`src/rtl/pkt_sw_pkg.sv`:
```
// Shared packet-switch definitions: output-port FSM encoding and metadata header layout.
// Used by the port controller, the arbiter and the input/metadata buffers.
package pkt_sw_pkg;

  localparam int META_W = 32;

  typedef logic [2:0] pkt_port_state_t;

  localparam pkt_port_state_t ST_IDLE    = 3'd0;
  localparam pkt_port_state_t ST_HEADER  = 3'd1;
  localparam pkt_port_state_t ST_STREAM  = 3'd2;
  localparam pkt_port_state_t ST_DISCARD = 3'd3;
  localparam pkt_port_state_t ST_DONE    = 3'd4;

  // Metadata word as it appears in the header beat (LSB-aligned on the egress bus).
  typedef struct packed {
    logic [7:0]  src_port;
    logic [7:0]  flags;
    logic [15:0] pkt_len;
  } pkt_hdr_t;

endpackage

```
`src/rtl/pkt_port_ctrl_if.sv`:
```
// AXI-Stream style handshake bundle used for the payload, metadata and egress links.
interface pkt_port_ctrl_if #(parameter int W = 8);
  logic         tvalid;
  logic         tready;
  logic         tlast;
  logic [W-1:0] tdata;

  modport master (output tvalid, tdata, tlast, input tready);
  modport slave  (input tvalid, tdata, tlast, output tready);
endinterface

```
`src/rtl/axis_out_reg.sv`:
```
// Single-stage egress register: loads when empty or draining, holds beat stable under back-pressure.
module axis_out_reg #(
  parameter int OUT_W = 32
) (
  input  logic             clk,
  input  logic             resetn,
  input  logic             ld,
  input  logic [OUT_W-1:0] ld_data,
  input  logic             ld_last,
  output logic             loadable,
  pkt_port_ctrl_if.master  out_axis
);

  assign loadable = !out_axis.tvalid || out_axis.tready;

  always_ff @(posedge clk) begin
    if (!resetn) begin
      out_axis.tvalid <= 1'b0;
      out_axis.tdata  <= '0;
      out_axis.tlast  <= 1'b0;
    end else if (ld && loadable) begin
      out_axis.tvalid <= 1'b1;
      out_axis.tdata  <= ld_data;
      out_axis.tlast  <= ld_last;
    end else if (out_axis.tready) begin
      out_axis.tvalid <= 1'b0;
    end
  end

endmodule

```
`src/rtl/pkt_port_ctrl.sv`:
```
// Output-port controller: on grant, moves one packet (optional metadata header, truncated
// at MAX_BEATS) from the input buffer to the egress stream and pops one metadata entry.
module pkt_port_ctrl
  import pkt_sw_pkg::*;
#(
  parameter int IN_W      = 8,
  parameter int OUT_W     = 32,
  parameter int HDR_EN    = 1,
  parameter int MAX_BEATS = 1536
) (
  input  logic            clk,
  input  logic            resetn,
  pkt_port_ctrl_if.slave  buf_axis,
  pkt_port_ctrl_if.slave  meta_axis,
  pkt_port_ctrl_if.master out_axis,
  output logic            ready_transfer,
  input  logic            start_transfer,
  output logic            pkt_err
);

  localparam int CNT_W = $clog2(MAX_BEATS + 1);
  localparam logic [CNT_W-1:0] CNT_TRUNC = CNT_W'(MAX_BEATS - 1);

  pkt_port_state_t   state;
  logic [CNT_W-1:0]  beat_cnt;
  logic              last_seen, meta_pop, rdy_q, err_q;
  logic              loadable, ld, ld_last;
  logic [OUT_W-1:0]  ld_data;
  logic [IN_W-1:0]   pay_word;
  logic [META_W-1:0] meta_word;
  logic              buf_hs, out_last_hs, trunc, grant;

  assign pay_word  = buf_axis.tdata;
  assign meta_word = meta_axis.tdata;

  assign buf_axis.tready  = (state == ST_STREAM && loadable) || state == ST_DISCARD;
  assign meta_axis.tready = meta_pop;
  assign ready_transfer   = rdy_q;
  assign pkt_err          = err_q;

  assign buf_hs      = buf_axis.tvalid && buf_axis.tready;
  assign out_last_hs = out_axis.tvalid && out_axis.tready && out_axis.tlast;
  assign trunc       = beat_cnt == CNT_TRUNC && !buf_axis.tlast;
  assign grant       = state == ST_IDLE && start_transfer && rdy_q;

  always_comb begin
    ld      = 1'b0;
    ld_data = '0;
    ld_last = 1'b0;
    case (state)
      ST_HEADER: begin
        ld      = 1'b1;
        ld_data = OUT_W'(meta_word);
      end
      ST_STREAM: begin
        ld      = buf_axis.tvalid;
        ld_data = OUT_W'(pay_word);
        ld_last = buf_axis.tlast || trunc;
      end
      default: ;
    endcase
  end

  axis_out_reg #(.OUT_W(OUT_W)) u_out_reg (
    .clk      (clk),
    .resetn   (resetn),
    .ld       (ld),
    .ld_data  (ld_data),
    .ld_last  (ld_last),
    .loadable (loadable),
    .out_axis (out_axis)
  );

  always_ff @(posedge clk) begin
    if (!resetn) begin
      state     <= ST_IDLE;
      beat_cnt  <= '0;
      last_seen <= 1'b0;
      meta_pop  <= 1'b0;
      rdy_q     <= 1'b0;
      err_q     <= 1'b0;
    end else begin
      meta_pop <= 1'b0;
      err_q    <= 1'b0;
      rdy_q    <= state == ST_IDLE && !grant && meta_axis.tvalid && buf_axis.tvalid;
      // A truncated packet's forced-last beat can drain while still discarding input.
      if (out_last_hs) last_seen <= 1'b1;
      case (state)
        ST_IDLE: begin
          beat_cnt  <= '0;
          last_seen <= 1'b0;
          if (grant) state <= (HDR_EN != 0) ? ST_HEADER : ST_STREAM;
        end
        ST_HEADER:
          if (loadable) state <= ST_STREAM;
        ST_STREAM:
          if (buf_hs) begin
            beat_cnt <= beat_cnt + 1'b1;
            if (buf_axis.tlast) begin
              state <= ST_DONE;
            end else if (trunc) begin
              err_q <= 1'b1;
              state <= ST_DISCARD;
            end
          end
        ST_DISCARD:
          if (buf_hs && buf_axis.tlast) state <= ST_DONE;
        ST_DONE:
          if (last_seen || out_last_hs) begin
            meta_pop <= 1'b1;
            state    <= ST_IDLE;
          end
        default: state <= ST_IDLE;
      endcase
    end
  end

endmodule

```
`src/flat_wrapper.sv`:
```
// flat-port wrapper written by rule: the top's interface ports become plain ports
module pkt_port_ctrl_flat import pkt_sw_pkg::*;
#(
  parameter int IN_W      = 8,
  parameter int OUT_W     = 32,
  parameter int HDR_EN    = 1,
  parameter int MAX_BEATS = 1536
)
  (clk, resetn, ready_transfer, start_transfer, pkt_err, buf_axis_tvalid, buf_axis_tdata, buf_axis_tlast, buf_axis_tready, meta_axis_tvalid, meta_axis_tdata, meta_axis_tlast, meta_axis_tready, out_axis_tvalid, out_axis_tdata, out_axis_tlast, out_axis_tready);
  pkt_port_ctrl_if #(.W(8)) buf_axis_i ();
  pkt_port_ctrl_if #(.W(32)) meta_axis_i ();
  pkt_port_ctrl_if #(.W(32)) out_axis_i ();
  input  logic clk;
  input  logic resetn;
  output logic ready_transfer;
  input  logic start_transfer;
  output logic pkt_err;
  input wire logic [$bits(buf_axis_i.tvalid)-1:0] buf_axis_tvalid;
  input wire logic [$bits(buf_axis_i.tdata)-1:0] buf_axis_tdata;
  input wire logic [$bits(buf_axis_i.tlast)-1:0] buf_axis_tlast;
  output wire logic [$bits(buf_axis_i.tready)-1:0] buf_axis_tready;
  input wire logic [$bits(meta_axis_i.tvalid)-1:0] meta_axis_tvalid;
  input wire logic [$bits(meta_axis_i.tdata)-1:0] meta_axis_tdata;
  input wire logic [$bits(meta_axis_i.tlast)-1:0] meta_axis_tlast;
  output wire logic [$bits(meta_axis_i.tready)-1:0] meta_axis_tready;
  output wire logic [$bits(out_axis_i.tvalid)-1:0] out_axis_tvalid;
  output wire logic [$bits(out_axis_i.tdata)-1:0] out_axis_tdata;
  output wire logic [$bits(out_axis_i.tlast)-1:0] out_axis_tlast;
  input wire logic [$bits(out_axis_i.tready)-1:0] out_axis_tready;
  assign buf_axis_i.tvalid = buf_axis_tvalid;
  assign buf_axis_i.tdata = buf_axis_tdata;
  assign buf_axis_i.tlast = buf_axis_tlast;
  assign buf_axis_tready = buf_axis_i.tready;
  assign meta_axis_i.tvalid = meta_axis_tvalid;
  assign meta_axis_i.tdata = meta_axis_tdata;
  assign meta_axis_i.tlast = meta_axis_tlast;
  assign meta_axis_tready = meta_axis_i.tready;
  assign out_axis_tvalid = out_axis_i.tvalid;
  assign out_axis_tdata = out_axis_i.tdata;
  assign out_axis_tlast = out_axis_i.tlast;
  assign out_axis_i.tready = out_axis_tready;
  pkt_port_ctrl #(.IN_W(IN_W), .OUT_W(OUT_W), .HDR_EN(HDR_EN), .MAX_BEATS(MAX_BEATS)) u_core (.clk(clk), .resetn(resetn), .buf_axis(buf_axis_i), .meta_axis(meta_axis_i), .out_axis(out_axis_i), .ready_transfer(ready_transfer), .start_transfer(start_transfer), .pkt_err(pkt_err));
endmodule
```
`config.mk`:
```
export PLATFORM = sky130hd
export DESIGN_NAME = pkt_port_ctrl_flat
export DESIGN_NICKNAME = d
export VERILOG_FILES = /design/src/rtl/pkt_sw_pkg.sv /design/src/rtl/pkt_port_ctrl_if.sv /design/src/rtl/axis_out_reg.sv /design/src/rtl/pkt_port_ctrl.sv /design/src/flat_wrapper.sv
export SDC_FILE = /design/constraint.sdc
export NUM_CORES = 1
export LEC_CHECK = 0
export BUFFER_PORTS_ARGS = -buffer_cell sky130_fd_sc_hd__buf_2
export CAP_MARGIN = 20
export CORE_UTILIZATION = 30
export DETAILED_ROUTE_END_ITERATION = 10
export PLACE_DENSITY = 0.53
export SKIP_LAST_GASP = 1
export SLEW_MARGIN = 40
export SYNTH_ARGS = -nofsm -noshare
export SYNTH_HDL_FRONTEND = slang
export SYNTH_SLANG_ARGS = --single-unit
```
`constraint.sdc`:
```
create_clock -name clk -period 2 [get_ports clk]
set_input_delay 0.4 -clock clk [delete_from_list [all_inputs] [get_ports clk]]
set_output_delay 0.4 -clock clk [all_outputs]
set_load 0.05 [all_outputs]
```
# Word level (Yosys, flattened, before mapping)
# Index checks and enable logic that the tools add are counted.
word_totals:
  input_bits: 48
  word_cells: 68
  regBits: 52
  out_inout_bits: 38
classes:
  add_sub_neg: 1
  n_bitwise: 3
  eq_ne: 11
  muxes: 17
  n_reduce_logical: 27
op_table:
  columns: ["op", "n"]
  rows:
  - ["$pmux W32 S2", 1]
  - ["$pmux W11 S2", 1]
  - ["$mux W3", 7]
  - ["$pmux W3 S5", 1]
  - ["$logic_and A1 B1 Y1", 12]
  - ["$add A11 B1 Y11 const B", 1]
  - ["$eq A11 B11 Y1 const B", 1]
  - ["$mux W11", 1]
  - ["$ne A2 B1 Y1 const B", 4]
  - ["$eq A3 B2 Y1 const B", 2]
  - ["$reduce_and A6 Y1", 1]
  - ["$mux W1", 5]
  - ["$logic_or A1 B1 Y1", 4]
  - ["$reduce_and A2 Y1", 2]
  - ["$reduce_bool A2 Y1", 2]
  - ["$reduce_or A4 Y1", 1]
  - ["$eq A3 B1 Y1 const B", 1]
  - ["$eq A3 B3 Y1 const B", 1]
  - ["$logic_not A1 Y1", 3]
  - ["$logic_not A3 Y1", 1]
  - ["$ne A3 B2 Y1 const B", 1]
  - ["$not A1 Y1", 3]
  - ["$ne A2 B2 Y1 const B", 1]
  - ["$pmux W1 S2", 1]
  - ["$reduce_or A2 Y1", 1]

# Depth between registers and ports, before layout
# Gate-level depths: netlist of the first run.
depth:
  depth_word: 8
  mapped_depth: 6
  mapped_depth_nobuf: 5

# Cells and area by module
# Synthesis of the first run repeated with hierarchy kept, for this count alone.
unflattened:
  cells_unflattened: 284
  area_unflattened_um2: 2521.2
modules_own_cells:
  columns: ["mod", "area_per_inst_um2", "seq_area_each_um2", "instances", "cells_each"]
  rows:
  - ["axis_out_reg", 1395.1, 680.7, 1, 148]
  - ["pkt_port_ctrl", 1126.1, 360.3, 1, 136]

# Worst setup path before layout of the first run
# Ideal clock, no wire load.
synth_path:
  kind: "register to output"
  startpoint: "reg u_core.u_out_reg.out_axis.tvalid"
  endpoint: "out buf_axis_tready"
  setup_slack_ns: -0.345
  required_time_ns: 1.600
  t_arrival_ns: 1.945
  path_stages_with_launch: 4
  path_cell_list: "dfxtp_1 nand2b_1 nor2_1 nor3b_1"
synth_via:
  elab_chain_len: 4
synth_rtl:
  columns: ["element", "line_no", "text"]
  rows:
  - ["from (decl)", "pkt_port_ctrl_if.sv:8", "modport master (output tvalid, tdata, tlast, input tready);"]
  - ["from (signal assigned)", "axis_out_reg.sv:18", "out_axis.tvalid <= 1'b0;"]
  - ["from (signal assigned)", "axis_out_reg.sv:22", "out_axis.tvalid <= 1'b1;"]
  - ["from (signal assigned)", "axis_out_reg.sv:26", "out_axis.tvalid <= 1'b0;"]
  - ["$logic_not A1 Y1", "axis_out_reg.sv:14", "assign loadable = !out_axis.tvalid || out_axis.tready;"]
  - ["$logic_or A1 B1 Y1", "axis_out_reg.sv:14", null]
  - ["$logic_and A1 B1 Y1", "pkt_port_ctrl.sv:36", "assign buf_axis.tready = (state == ST_STREAM && loadable) || state == ST_DISCARD;"]
  - ["$logic_or A1 B1 Y1", "pkt_port_ctrl.sv:36", null]
  - ["to (decl)", "flat_wrapper.sv:21", "output wire logic [$bits(buf_axis_i.tready)-1:0] buf_axis_tready;"]
# Every way passes these cells.

# Worst setup path in the final report of the first run
layout_path:
  startpoint: "reg u_core.state[1]"
  endpoint: "out buf_axis_tready"
layout_via:
  elab_chain_len: 3
  elab_cells_between_ends: 4
layout_rtl:
  columns: ["element", "line_no", "text"]
  rows:
  - ["from (decl)", "pkt_port_ctrl.sv:24", "pkt_port_state_t state;"]
  - ["from (signal assigned)", "pkt_port_ctrl.sv:92", "if (grant) state <= (HDR_EN != 0) ? ST_HEADER : ST_STREAM;"]
  - ["$eq A3 B2 Y1", "pkt_port_ctrl.sv:36", null]
  - ["$logic_and A1 B1 Y1", "pkt_port_ctrl.sv:36", null]
  - ["$logic_or A1 B1 Y1 *", "pkt_port_ctrl.sv:36", null]
# Mark *: on every way between the ends. The rest lies on a longest branch, timed or not.

==> flow_summary.ini, run 1 <==
[run_status]
status = finished clean

[cts]
clk_path_buf_depth = 2
tritoncts = built
cts_root_buf = clkbuf_8
clk_latency_ns = 0.31
clk_pin_slew_ns = 0.10
clock-sinks = 52
post_cts_buffers = 0
ctsResizeCount = 0
hold_buffers = 0
cts_buffers = 5
htree_levels = 2

[routing]
dr.pass1.iters = 8
drtIter0Drc = 106
vias_per_cell = 5.031
ant_nets = 0
vias = 2138
drc = 0
drt_wl_total_um = 5721
wl_per_cell_um = 13.46

[worst_setup_path]
path_cells = buf_4 > nor3b_2 > buf_2
end_kind = output pin
critPathTopFamily = buffers and inverters
required_ns = 1.60
slowest_stage = dfxtp_1
slowest_delay_ns = 0.50
critPathLaunchType = register
worstSetupPathType = register to output pin
path_max_fanout = 11
crit_arrival_ns = 1.48
path_buf_inv = 2

[pwr]
seqPwrFrac_pct = 48.4
powerDensity_nw_per_um2 = 815.0
power.switching_uw = 785.0
clockPowerShare_pct = 27.1
worst_ir_drop_vdd_uv = 434.7
p_leak_uw = 0.001225
p_int_uw = 1540
combPwrFrac_pct = 24.6
p_sw_share_pct = 33.76

[sta]
skew_ns = 0.01097
max_freq_mhz = 532.5
finalHoldViolCount = 0
tightest_slew_ns = 0.5494
max_slew_margin_pct = 63.37
rsz0062_at_grt = no
min_period_ns = 1.878
slew_violations = 0
min_period_over_period_pct = 93.89
setup_viol = 0
fin_setup_tns_ns = 0

[global_route]
grt_pass1_vias = 1945
antenna_found_initial = 0
met2_usage_pct = 24.82
track_usage_pct = 15.66
met3_usage_pct = 4.667
overflow = 0
grt_most_used_layer = met2
grt_pass1_wl_um = 9218
use_met1_pct = 20.42
grt_max_degree = 33

[min_path]
hp-class = input pin to register

[cells_and_area]
num-fill-cells = 734
final_layout_size_suffix_gt1_share_pct = 34.95
area_growth_pct = 32.87
antennaDiodeCount = 0
ff_latch_area_um2 = 1041
final_area_um2 = 2853
nets = 377
multi_input_area_um2 = 1022

[synth]
synth_seq_cells = 52
async_flop_share_pct = 0
ys_warn_count = 0
netlist_area_um2 = 2147
synth.top_cell.area_share_pct = 48.48
syn-num-nets = 284
synth_cells = 235
yosysTopAreaCell = dfxtp_1
yosys-top-cells-area = dfxtp_1 48%, a22oi_1 8.4%, nor2_1 7.2%, a222oi_1 3.7%, a21oi_1 2.3%
seq_area_frac_synth_pct = 48.48
synth_edf_count = 0
synth.distinct_cells = 48
synthFlopType = dfxtp_1
synth_area_per_cell_um2 = 9.136

[floorplan]
rows = 30
start_util_pct = 31.26
die-area_um2 = 7500
die_w_um = 86.60
core-area_um2 = 6869
pin_count = 86
die_y_um = 86.60

[placed_design]
place.gp.congestion = 0.8045
numPortBuffers = 84
dpl.hpwl_um = 4070
post_dp_cell_area_um2 = 2763

[flow_run]
maxCapViolCount = 0
==> cells in the mapped netlist, types with 2 or more instances <==
master,number
nand2b_1,4
buf_4,2
and3_1,3
nor3b_1,2
nor2_1,41
or3_1,3
nand2_1,13
nand4_1,4
nor4b_1,2
o21ai_0,5
clkbuf_1,6
a31oi_1,3
o211ai_1,2
nand3b_1,3
nand3_1,5
o31ai_1,2
nor3_1,4
a222oi_1,8
or4_1,4
inv_1,2
dfxtp_1,52
buf_2,7
a21oi_1,10
a22oi_1,24
==> logic make-up after synthesis <==
group	synth area share, %
AND/OR/NAND/NOR	24.53
AO/OA/AOI/OAI	21.56
flip-flops	48.48
buffers and inverters	4.428
XOR/XNOR	0.4080
adder cells (fa/ha/maj)	0.5827
==> through the flow <==
stage / utilization [%] / power [uW] / setup slack (ns) / cells / hold slack, ns
5_1_grt: 41.53 / 2432 / 0.05598 / 425 / 0.3270
6_report: 41.53 / 2325 / 0.1221 / 425 / 0.3189
2_1_floorplan: - / 1542 / 0.1367 / 235 / 0.4409
4_1_cts: 41.53 / 2351 / 0.1210 / 425 / 0.3149
3_5_place_dp: 40.22 / 1724 / 0.1862 / 417 / 0.4690
3_3_place_gp: 40.22 / 1719 / 0.2247 / 417 / 0.4662
==> worst register-to-register path: cells and delay by family (launching register included) <==
kind	cells	cell delay, ns
adders and majority gates	1	0.20
and+or+nand+nor	3	0.95
DFF	1	0.42
AOI/OAI and AO/OA	1	0.15
==> power groups by stage <==
| stage | combinational [uW] | sequential [uW] | clock, uW |
|---|---|---|---|
| after global placement | 573 | 1150 | 0 |
| after detailed placement | 578 | 1150 | 0 |
| after global routing | 617 | 1130 | 682 |
| final | 571 | 1120 | 629 |
| after CTS | 579 | 1120 | 648 |
| after floorplan | 236 | 1310 | 0 |
==> placed cells by master, fill, tap and decap left out, types with 2 or more instances in the layout <==
cell,count
a22oi_1,24
nor3_1,4
a222oi_1,8
buf_2,84
a31oi_1,3
nand2_1,13
nand4_1,4
nand3_1,5
a21oi_1,10
o31ai_1,2
inv_6,2
buf_4,17
and3_1,3
inv_1,2
o21ai_0,5
or3_1,3
or4_1,4
o211ai_1,2
dfxtp_1,52
clkbuf_8,5
nor2_1,41
nand2b_1,4
nor4b_1,2
nand3b_1,3
==> worst paths after layout <==
check / startpoint / to / slack [ns] / cells after the start
max reg2reg: u_core.beat_cnt[0]$_SDFFE_PN0P_ / u_core.beat_cnt[10]$_SDFFE_PN0P_ / 0.22 / 5
min reg2reg: u_core.beat_cnt[4]$_SDFFE_PN0P_ / u_core.beat_cnt[4]$_SDFFE_PN0P_ / 0.48 / 2
max: u_core.state[1]$_SDFFE_PN0P_ / buf_axis_tready / 0.12 / 3
min: meta_axis_tdata[4] / u_core.u_out_reg.out_axis.tdata[4]$_SDFFE_PN0P_ / 0.32 / 3
==> cell type report <==
class / instances / share of cell area, %
inverter: 3 / 0.3947
timing repair buffer: 102 / 19.91
multi-input combinational: 164 / 35.83
clock inverter: 2 / 0.6140
clock buffer: 6 / 2.544
sequential: 52 / 36.49
tap: 96 / 4.211
==> flip-flops by register name (all words and copies together), names as in the netlist <==
name / count
u_core.meta_axis.tready: 1
u_core.u_out_reg.out_axis.tvalid: 1
u_core.beat_cnt: 11
u_core.u_out_reg.out_axis.tlast: 1
u_core.last_seen: 1
u_core.state: 3
u_core.u_out_reg.out_axis.tdata: 32
u_core.pkt_err: 1
u_core.ready_transfer: 1
==> routing by layer <==
| metal | vias up | routed length, um |
|---|---|---|
| li1 | 1059 | - |
| met1 | 1001 | 2713 |
| met2 | 72 | 2554 |
| met3 | 6 | 381 |
| met4 | 0 | 72 |
| met5 | - | 0 |
Power figures use the tool's default switching activity.
==> inputs of run 2 (changes only) <==
--- a/config.mk
+++ b/config.mk
@@ -7,9 +7,9 @@
 export LEC_CHECK = 0
 export BUFFER_PORTS_ARGS = -buffer_cell sky130_fd_sc_hd__buf_2
 export CAP_MARGIN = 20
-export CORE_UTILIZATION = 30
+export CORE_UTILIZATION = 48
 export DETAILED_ROUTE_END_ITERATION = 10
-export PLACE_DENSITY = 0.53
+export PLACE_DENSITY = 0.78
 export SKIP_LAST_GASP = 1
 export SLEW_MARGIN = 40
 export SYNTH_ARGS = -nofsm -noshare
==> flow_summary.ini, run 2 (synthesis results as in run 1) <==
[worst_setup_path]
end_kind = output pin
slowest_delay_ns = 0.57
slowest_stage = dfxtp_1
critPathTopFamily = flip-flops
path_cells = nor2_1 > nor3b_2 > buf_2
crit_arrival_ns = 1.45
critPathLaunchType = register
required_ns = 1.60
path_buf_inv = 1
worstSetupPathType = register to output pin
path_max_fanout = 9

[routing]
ant_nets = 0
vias_per_cell = 5.678
drt_wl_total_um = 5376
drc = 0
dr.pass1.iters = 4
wl_per_cell_um = 14.30
vias = 2135
drtIter0Drc = 138

[sta]
setup_viol = 0
max_freq_mhz = 539.1
rsz0062_at_grt = no
fin_setup_tns_ns = 0
max_slew_margin_pct = 61.87
skew_ns = 0.002872
tightest_slew_ns = 0.5719
finalHoldViolCount = 0
slew_violations = 0
min_period_over_period_pct = 92.75
min_period_ns = 1.855

[cells_and_area]
most-common-layout-cells = 84 x buf_2, 52 x dfxtp_1, 41 x nor2_1
area_growth_pct = 29.49
final_layout_size_suffix_gt1_share_pct = 34.66
nets = 374
regMostFlops = u_core.u_out_reg.out_axis.tdata
final_area_um2 = 2780
antennaDiodeCount = 0
largest_register_ffs = 32
top_regs = u_core.u_out_reg.out_axis.tdata x32, u_core.beat_cnt x11, u_core.state x3
final_common_cell = buf_2

[cts]
htree_levels = 2
post_cts_buffers = 0
tritoncts = built
clock-sinks = 52
clk_pin_slew_ns = 0.09
ctsResizeCount = 0
hold_buffers = 0
cts_root_buf = clkbuf_8
clk_latency_ns = 0.31
clk_path_buf_depth = 2
cts_buffers = 5

[global_route]
grt_pass1_wl_um = 8245
grt_pass1_vias = 1859
track_usage_pct = 23.54
grt_max_degree = 33
overflow = 0
antenna_found_initial = 0

[pwr]
p_leak_uw = 0.001204
worst_ir_drop_vdd_uv = 595.7
powerDensity_nw_per_um2 = 837.2

[placed_design]
place.gp.congestion = 0.8619
numPortBuffers = 84
post_dp_cell_area_um2 = 2683
dpl.hpwl_um = 3807

[floorplan]
start_util_pct = 51.81
die_w_um = 68.88
die_y_um = 68.88
die-area_um2 = 4744
pin_count = 86
core-area_um2 = 4144
rows = 23

[run_status]
status = finished clean

[flow_run]
maxCapViolCount = 0

[min_path]
hp-class = input pin to register
run 2: cell count changes in the layout (fill, tap and decap cells not counted):
cell and delta:
clkbuf_8 +1, clkbuf_1 -1, buf_4 -3, clkinvlp_4 +2
inv_6 -2
run 2: per-layer routing:
layer  track usage [%]  up-vias  routed length (um)
li1                  -     1054                   -
met1             28.95     1015                2370
met2             40.29       64                2714
met3             6.414        2                 273
met4             6.122        0                  17
met5                 0        -                   0
run 2: worst paths after layout:
path / startpoint / endpoint / slack, ns / cells after the start
worst min-delay path: meta_axis_tdata[7] / u_core.u_out_reg.out_axis.tdata[7]$_SDFFE_PN0P_ / 0.32 / 3
worst max register to register: u_core.state[0]$_SDFFE_PN0P_ / u_core.u_out_reg.out_axis.tdata[1]$_SDFFE_PN0P_ / 0.18 / 4
worst max-delay path: u_core.state[0]$_SDFFE_PN0P_ / buf_axis_tready / 0.15 / 3
worst min register to register: u_core.beat_cnt[10]$_SDFFE_PN0P_ / u_core.beat_cnt[10]$_SDFFE_PN0P_ / 0.48 / 2
run 2: power by group:
| part | total, uW | switching, uW | internal (uW) |
|---|---|---|---|
| Combinational | 572 | 375 | 197 |
| Sequential | 1130 | 39.6 | 1090 |
| Clock | 628 | 347 | 280 |
| Total | 2330 | 762 | 1570 |
run 2: final cells by class:
class	count	area, um2
fillers	357	1364
flip-flops and latches	52	1041
multi-input cells	164	1022
repair buffers	99	545.5
clock buffers	6	82.58
well taps	50	62.56
clock inverters	2	15.01
inverters	3	11.26
run 2: tightest hold or removal path, cell delays in order:
cell and delay (ns):
buf_2 0.07, a222oi_1 0.05, nor2_1 0.07
run 2: metrics by stage:
stage / worst slack [ns] / util (%) / hold WS [ns] / instances / total power, uW
final: 0.1450 / 67.09 / 0.3206 / 376 / 2328
after global routing: 0.06940 / 67.09 / 0.3213 / 376 / 2436
after CTS: 0.1543 / 67.09 / 0.3155 / 376 / 2344
after detailed placement: 0.1092 / 64.73 / 0.4725 / 368 / 1720
after global placement: 0.1361 / 64.73 / 0.4654 / 368 / 1711
after floorplan: 0.1367 / - / 0.4409 / 235 / 1542
